===== config.mk =====
export PLATFORM = sky130hd
export DESIGN_NAME = debug_step_gen
export DESIGN_NICKNAME = d
export VERILOG_FILES = /design/src/rtl/debug_step_gen.sv
export SDC_FILE = /design/constraint.sdc
export NUM_CORES = 1
export LEC_CHECK = 0
export ABC_AREA = 1
export BUFFER_PORTS_ARGS = -buffer_cell sky130_fd_sc_hd__buf_4
export CORE_AREA = 2 2 90 92
export DETAILED_ROUTE_END_ITERATION = 10
export DIE_AREA = 0 0 92 94
export GPL_TIMING_DRIVEN = 1
export PLACE_DENSITY = 0.79
export SYNTH_ARGS = -nofsm -noshare
export SYNTH_HDL_FRONTEND = slang
export SYNTH_SLANG_ARGS = --single-unit
export TNS_END_PERCENT = 10

===== constraint.sdc =====
create_clock -name clk -period 4.8 [get_ports clk]
set_input_delay 0.96 -clock clk [delete_from_list [all_inputs] [get_ports clk]]
set_output_delay 0.96 -clock clk [all_outputs]
set_load 0.03 [all_outputs]

===== src/rtl/debug_step_gen.sv =====
// Debug suspend/step generator: debounced step/run buttons, host run-N command and a
// PC breakpoint drive the CPU controller's debug_en / debug_step pair.
module debug_step_gen #(
  parameter int DEBOUNCE_CYCLES = 16,
  parameter int CNT_W           = 32
) (
  input  logic             clk,
  input  logic             rst,
  input  logic             sw_debug,
  input  logic             btn_step,
  input  logic             btn_run,
  input  logic             cmd_run,
  input  logic [15:0]      run_n,
  input  logic             bp_en,
  input  logic [31:0]      bp_addr,
  input  logic [31:0]      pc,
  output logic             debug_en,
  output logic             debug_step,
  output logic             busy,
  output logic             bp_hit,
  output logic [CNT_W-1:0] step_cnt
);

  typedef enum logic [1:0] {FREE, HALT, STEP_HI, STEP_LO} state_t;

  localparam int DB_W = (DEBOUNCE_CYCLES < 2) ? 1 : $clog2(DEBOUNCE_CYCLES);
  localparam logic [DB_W-1:0] DB_LAST = DB_W'(DEBOUNCE_CYCLES - 1);

  logic [1:0] btn_raw;
  logic [1:0] press;
  logic       step_press;
  logic       run_press;

  assign btn_raw    = {btn_run, btn_step};
  assign step_press = press[0];
  assign run_press  = press[1];

  // Per-button synchroniser, stability counter and rising-edge press pulse
  for (genvar i = 0; i < 2; i++) begin : g_btn
    logic            sync_a;
    logic            sync_b;
    logic            level;
    logic            prs;
    logic [DB_W-1:0] cnt;

    always_ff @(posedge clk) begin
      if (rst) begin
        sync_a <= 1'b0;
        sync_b <= 1'b0;
        level  <= 1'b0;
        prs    <= 1'b0;
        cnt    <= '0;
      end else begin
        sync_a <= btn_raw[i];
        sync_b <= sync_a;
        prs    <= 1'b0;
        if (sync_b != level) begin
          if (cnt == DB_LAST) begin
            level <= sync_b;
            prs   <= sync_b;
            cnt   <= '0;
          end else begin
            cnt <= cnt + 1'b1;
          end
        end else begin
          cnt <= '0;
        end
      end
    end

    assign press[i] = prs;
  end

  state_t           state, state_nxt;
  logic [15:0]      remaining, remaining_nxt;
  logic [CNT_W-1:0] step_cnt_nxt;
  logic             bp_hit_nxt;
  logic             bp_mask, bp_mask_nxt;
  logic             bp_eq;
  logic             bp_match;

  assign bp_eq    = (pc == bp_addr);
  assign bp_match = bp_en && bp_eq && !bp_mask;

  always_ff @(posedge clk) begin
    if (rst) begin
      state      <= FREE;
      remaining  <= '0;
      step_cnt   <= '0;
      bp_hit     <= 1'b0;
      bp_mask    <= 1'b0;
      debug_step <= 1'b0;
    end else begin
      state      <= state_nxt;
      remaining  <= remaining_nxt;
      step_cnt   <= step_cnt_nxt;
      bp_hit     <= bp_hit_nxt;
      bp_mask    <= bp_mask_nxt;
      debug_step <= (state_nxt == STEP_HI);
    end
  end

  always_comb begin
    state_nxt     = state;
    remaining_nxt = remaining;
    step_cnt_nxt  = step_cnt;
    bp_hit_nxt    = bp_hit;
    bp_mask_nxt   = bp_mask;
    unique case (state)
      FREE: begin
        if (!bp_eq) bp_mask_nxt = 1'b0;
        if (bp_match) begin
          bp_hit_nxt = 1'b1;
          state_nxt  = HALT;
        end else if (sw_debug) begin
          state_nxt = HALT;
        end
      end
      HALT: begin
        // Host command outranks the step button, which outranks resume
        if (cmd_run && run_n != 16'd0) begin
          remaining_nxt = run_n;
          bp_hit_nxt    = 1'b0;
          state_nxt     = STEP_HI;
        end else if (step_press) begin
          remaining_nxt = 16'd1;
          bp_hit_nxt    = 1'b0;
          state_nxt     = STEP_HI;
        end else if (run_press && !sw_debug) begin
          bp_mask_nxt = 1'b1;
          bp_hit_nxt  = 1'b0;
          state_nxt   = FREE;
        end
      end
      STEP_HI: begin
        step_cnt_nxt  = step_cnt + 1'b1;
        remaining_nxt = remaining - 16'd1;
        state_nxt     = STEP_LO;
      end
      STEP_LO: begin
        // PC has advanced past the stepped cycle; the mask does not apply here
        if (bp_en && bp_eq) begin
          bp_hit_nxt    = 1'b1;
          remaining_nxt = 16'd0;
          state_nxt     = HALT;
        end else if (remaining != 16'd0) begin
          state_nxt = STEP_HI;
        end else begin
          state_nxt = HALT;
        end
      end
      default: state_nxt = FREE;
    endcase
  end

  assign debug_en = (state != FREE) | sw_debug | bp_match;
  assign busy     = (state == STEP_HI) | (state == STEP_LO);

endmodule


* Word level (Yosys, flattened, before mapping)
Cells that the tools add are included.
** Storage, ports and cells
- Flip-flop bits (word level) :: 69
- Word-level logic and storage cells :: 89
** Operators by class
- Add/subtract/negate cells :: 4
- Equality and inequality tests :: 17
- Muxes and demuxes :: 23
- Bitwise logic cells :: 7
- Reduce and logical (&&, ||, !) cells :: 22
** Operator list (count)
- $mux W16 :: 3
- $pmux W16 S3 :: 1
- $add A32 B1 Y32 const B :: 1
- $eq A32 B32 Y1 :: 1
- $reduce_bool A16 Y1 :: 2
- $sub A16 B1 Y16 const B :: 1
- $mux W2 :: 7
- $ne A2 B2 Y1 const B :: 6
- $reduce_or A3 Y1 :: 4
- $mux W1 :: 9
- $add A4 B1 Y4 const B :: 2
- $eq A4 B4 Y1 const B :: 2
- $pmux W2 S4 :: 1
- $eq A2 B2 Y1 const B :: 3
- $reduce_bool A3 Y1 :: 2
- $reduce_and A5 Y1 :: 1
- $logic_and A1 B1 Y1 :: 4
- $ne A4 B4 Y1 const B :: 1
- $not A1 Y1 :: 4
- $reduce_and A2 Y1 :: 2
- $reduce_and A4 Y1 :: 1
- $reduce_bool A2 Y1 :: 2
- $ne A3 B3 Y1 const B :: 1
- $or A1 B1 Y1 :: 3
- 7 further kinds :: 9

* Logic depth before layout (Yosys ltp)
- Depth in word-level cells :: 7
- Gate-level depth with buffers :: 14
- Gate-level depth less buffers :: 14

* Worst setup path before layout
OpenSTA, ideal clock, no wires.
- Kind :: input port to output port
- Start :: in bp_addr[14]
- End :: out debug_en
- Data arrival time :: 1899 ps
- Required time :: 3840 ps
- Setup slack :: 1941 ps
- Stages on the path :: 7
- Path buffers :: 0
- Path through :: xnor2_1 -> nand2_1 -> nor2_1 -> nand2_1 -> nor2_1 -> nand4_1 -> nand3b_1
** On the way
- Word-level cells in the longest chain between the ends :: 4
** RTL lines
- from (decl) :: RTL line 15 : input logic [31:0] bp_addr,
- $eq A32 B32 Y1 :: RTL line 82 : assign bp_eq = (pc == bp_addr);
- $logic_and A1 B1 Y1 (2 in series) :: RTL line 83 : assign bp_match = bp_en && bp_eq && !bp_mask;
- $or A1 B1 Y1 :: RTL line 156 : assign debug_en = (state != FREE) | sw_debug | bp_match;
- to (decl) :: RTL line 17 : output logic debug_en,
No other way between the ends.

* Final worst setup path
- Start :: in bp_addr[9]
- End :: out debug_en
Same word-level chain as after synthesis.

==> impl_metrics.ini <==
[global_route]
grt_pass1_vias = 4031
grt_pass1_wl_um = 17050
antenna_found_initial = 0
grt_max_degree = 35
overflow = 0
grt_usage_pct = 23.90

[drt]
routed_via_density = 4.952
antenna_left = 0
vias = 4259
drtIter0Drc = 120
wire_per_inst_um = 11.46
firstDrtPassIters = 5
route.detailed.drc = 0
routed_wl_um = 9856

[finish]
layout.cells.non_filler = 860
nFillCells = 665
layout-drive-gt1-share_pct = 21.64
syn_to_final_growth_pct = 28.66
multi_input_area_mm2 = 0.002335
fin_util_pct = 69.18
seq_area_mm2 = 0.001381
nets = 844
fin_area_mm2 = 0.005263
diodes = 0

[yosys]
synth-seq-cells = 69
yosysWarnings = 0
synth_common_cells = nand2_1, nor2_1, inv_1, dfxtp_1, o21ai_0
synth_edf_count = 0
yosysMostFrequentCell = nand2_1
synth.distinct_cells = 41
ys.flop_type = dfxtp_1
async_flop_share_pct = 0
avgSynthCellArea_um2 = 6.462
syn-cell-area_mm2 = 0.004090
yosysTopAreaCell = dfxtp_1
synth_seq_area_share_pct = 33.77
yosysTopAreaCellShare_pct = 33.77
synthCells = 633
synth.area.top_cells = dfxtp_1, nand2_1, nor2_1, inv_1, xnor2_1
syn_nets = 724

[floorplanning]
die_area_mm2 = 0.008648
start_util_pct = 53.77
core_area_mm2 = 0.007607
rows = 32
die_w_um = 92
die_y_um = 94
io_pins = 123

[worst_setup_path]
startpoint_type = primary input
required_ns = 3.84
critPathKind = in -> out
arrival_ns = 2.15
path_cells = buf_4 > xnor2_1 > nand2_1 > nor2_1 > nand2_1 > nor2_1 > nand4_1 > nand3b_1 > buf_4
critPathSlowestCell = nor2_1
crit_fanout = 3
max_stage_delay_ns = 0.21
end_kind = output pin

[timing]
slew_headroom_pct = 31.12
fmax_ghz = 0.3217
fin_setup_tns_ns = 0
period_share_pct = 64.77
tightest_slew_ns = 1.032
drv_slew = 0
hold_viol_final = 0
fin_hold_ws_ns = 0.4036
rsz0062_at_grt = no
final.setup_skew_ns = 0.01228
final-setup-viol-count = 0
finalCriticalPeriod_ns = 3.109

[pwr]
power_switching_mw = 0.4124
p_int_mw = 0.9643
swShare_pct = 29.96
leakagePower_nw = 2.379
ir_worst_vdd_v = 0.0001528
p_comb_share_pct = 20.7
power_frac_clock_pct = 34.6
powerDensity_mw_per_mm2 = 261.6
seq_power_share_pct = 44.7

[clock_tree]
h-tree-depth = 3
post_cts_buffers = 0
clock-sinks = 69
clock_latency_ns = 0.35
ctsHoldBuffers = 0
cts_made_buffers = 9
cts_tree = yes
path_clk_slew_ns = 0.08
clockRootBuffer = clkbuf_8
ctsResizeCount = 0
clockBufferDepth = 2

[placement]
hpwl_um = 7326
dp.cells = 844
post_dp_cell_area_mm2 = 0.005064
place_congestion = 0.8707
portBuffers = 122

[job]
cap_violations = 0

[outcome]
status = finished, final reports clean

[hold_path]
hp-class = reg -> reg
==> flip-flops by register name (all words and copies together) (netlist names), 2 cells and up <==
name	cells
remaining	16
g_btn.level	2
step_cnt	32
g_btn.sync_b	2
g_btn.prs	2
g_btn.sync_a	2
state	2
g_btn.cnt	8
==> metal layers <==
metal | share of wire [%] | wire length [µm] | GRT usage, % | vias to the layer above
li1 | - | - | - | 2239
met1 | 43 | 4220 | 28.51 | 1893
met2 | 48 | 4777 | 42.28 | 113
met3 | 7.3 | 716 | 5.538 | 14
met4 | 1.4 | 141 | 8.209 | 0
met5 | 0 | 0 | 0 | -
==> placed cells by master (no fill, tap or decap), types with 3 or more instances in the layout <==
cell and count:
nand2_1 154, buf_4 122, nand3_2 3, nor2_1 110, o21a_1 4, a21oi_1 34, xnor2_1 27, clkbuf_8 9
nand2_2 4, nor2_2 4, ha_1 4, nand4_1 10, xor2_1 13, o21ai_0 39, clkinv_4 3, inv_1 78
nand3b_1 3, nor3_1 14, dfxtp_1 69, nand3_1 26
==> path summary, 6_finish.rpt <==
| path | cells past startpoint | slack (ns) | end | startpoint |
|---|---|---|---|---|
| worst min-delay path | 2 | 0.40 | g_btn[1].sync_b | g_btn[1].sync_a |
| worst max-delay path | 9 | 1.69 | debug_en | bp_addr[9] |
| worst min register to register | 2 | 0.40 | g_btn[1].sync_b | g_btn[1].sync_a |
| worst max register to register | 9 | 2.71 | step_cnt[21] | state[1] |
==> worst max-delay path: cells and delay by family <==
family / cells / cell delay (ns)
AND/OR/NAND/NOR: 6 / 0.73
buffers and inverters: 2 / 0.29
XOR/XNOR: 1 / 0.15
==> power by group through the flow <==
stage	logic, mW	registers [mW]	clock network (mW)
2_1_floorplan	0.185	0.628	0
3_3_place_gp	0.277	0.627	0
3_5_place_dp	0.284	0.628	0
4_1_cts	0.286	0.615	0.487
5_1_grt	0.328	0.618	0.512
6_report	0.286	0.615	0.476
==> per-stage QoR <==
stage | power [mW] | setup slack [ns]
final | 1.377 | 1.691
after global routing | 1.458 | 1.542
after CTS | 1.388 | 1.662
after detailed placement | 0.9124 | 1.670
after global placement | 0.9039 | 1.705
after floorplan | 0.8127 | 1.941
==> cell type report <==
type / count / area share, %
multi-input cells: 470 / 44.37
repair buffers: 122 / 17.40
clock inverters: 7 / 1.427
inverters: 81 / 5.777
flip-flops and latches: 69 / 26.25
well taps: 102 / 2.425
clock buffers: 9 / 2.354
==> logic make-up after synthesis <==
group	synth area share, %
compound gates	11.26
xor+xnor	8.565
fa+ha+maj	1.224
buf+inv	9.146
flops	33.77
simple gates	36.04
No activity file was read; power rests on OpenSTA's default activity.
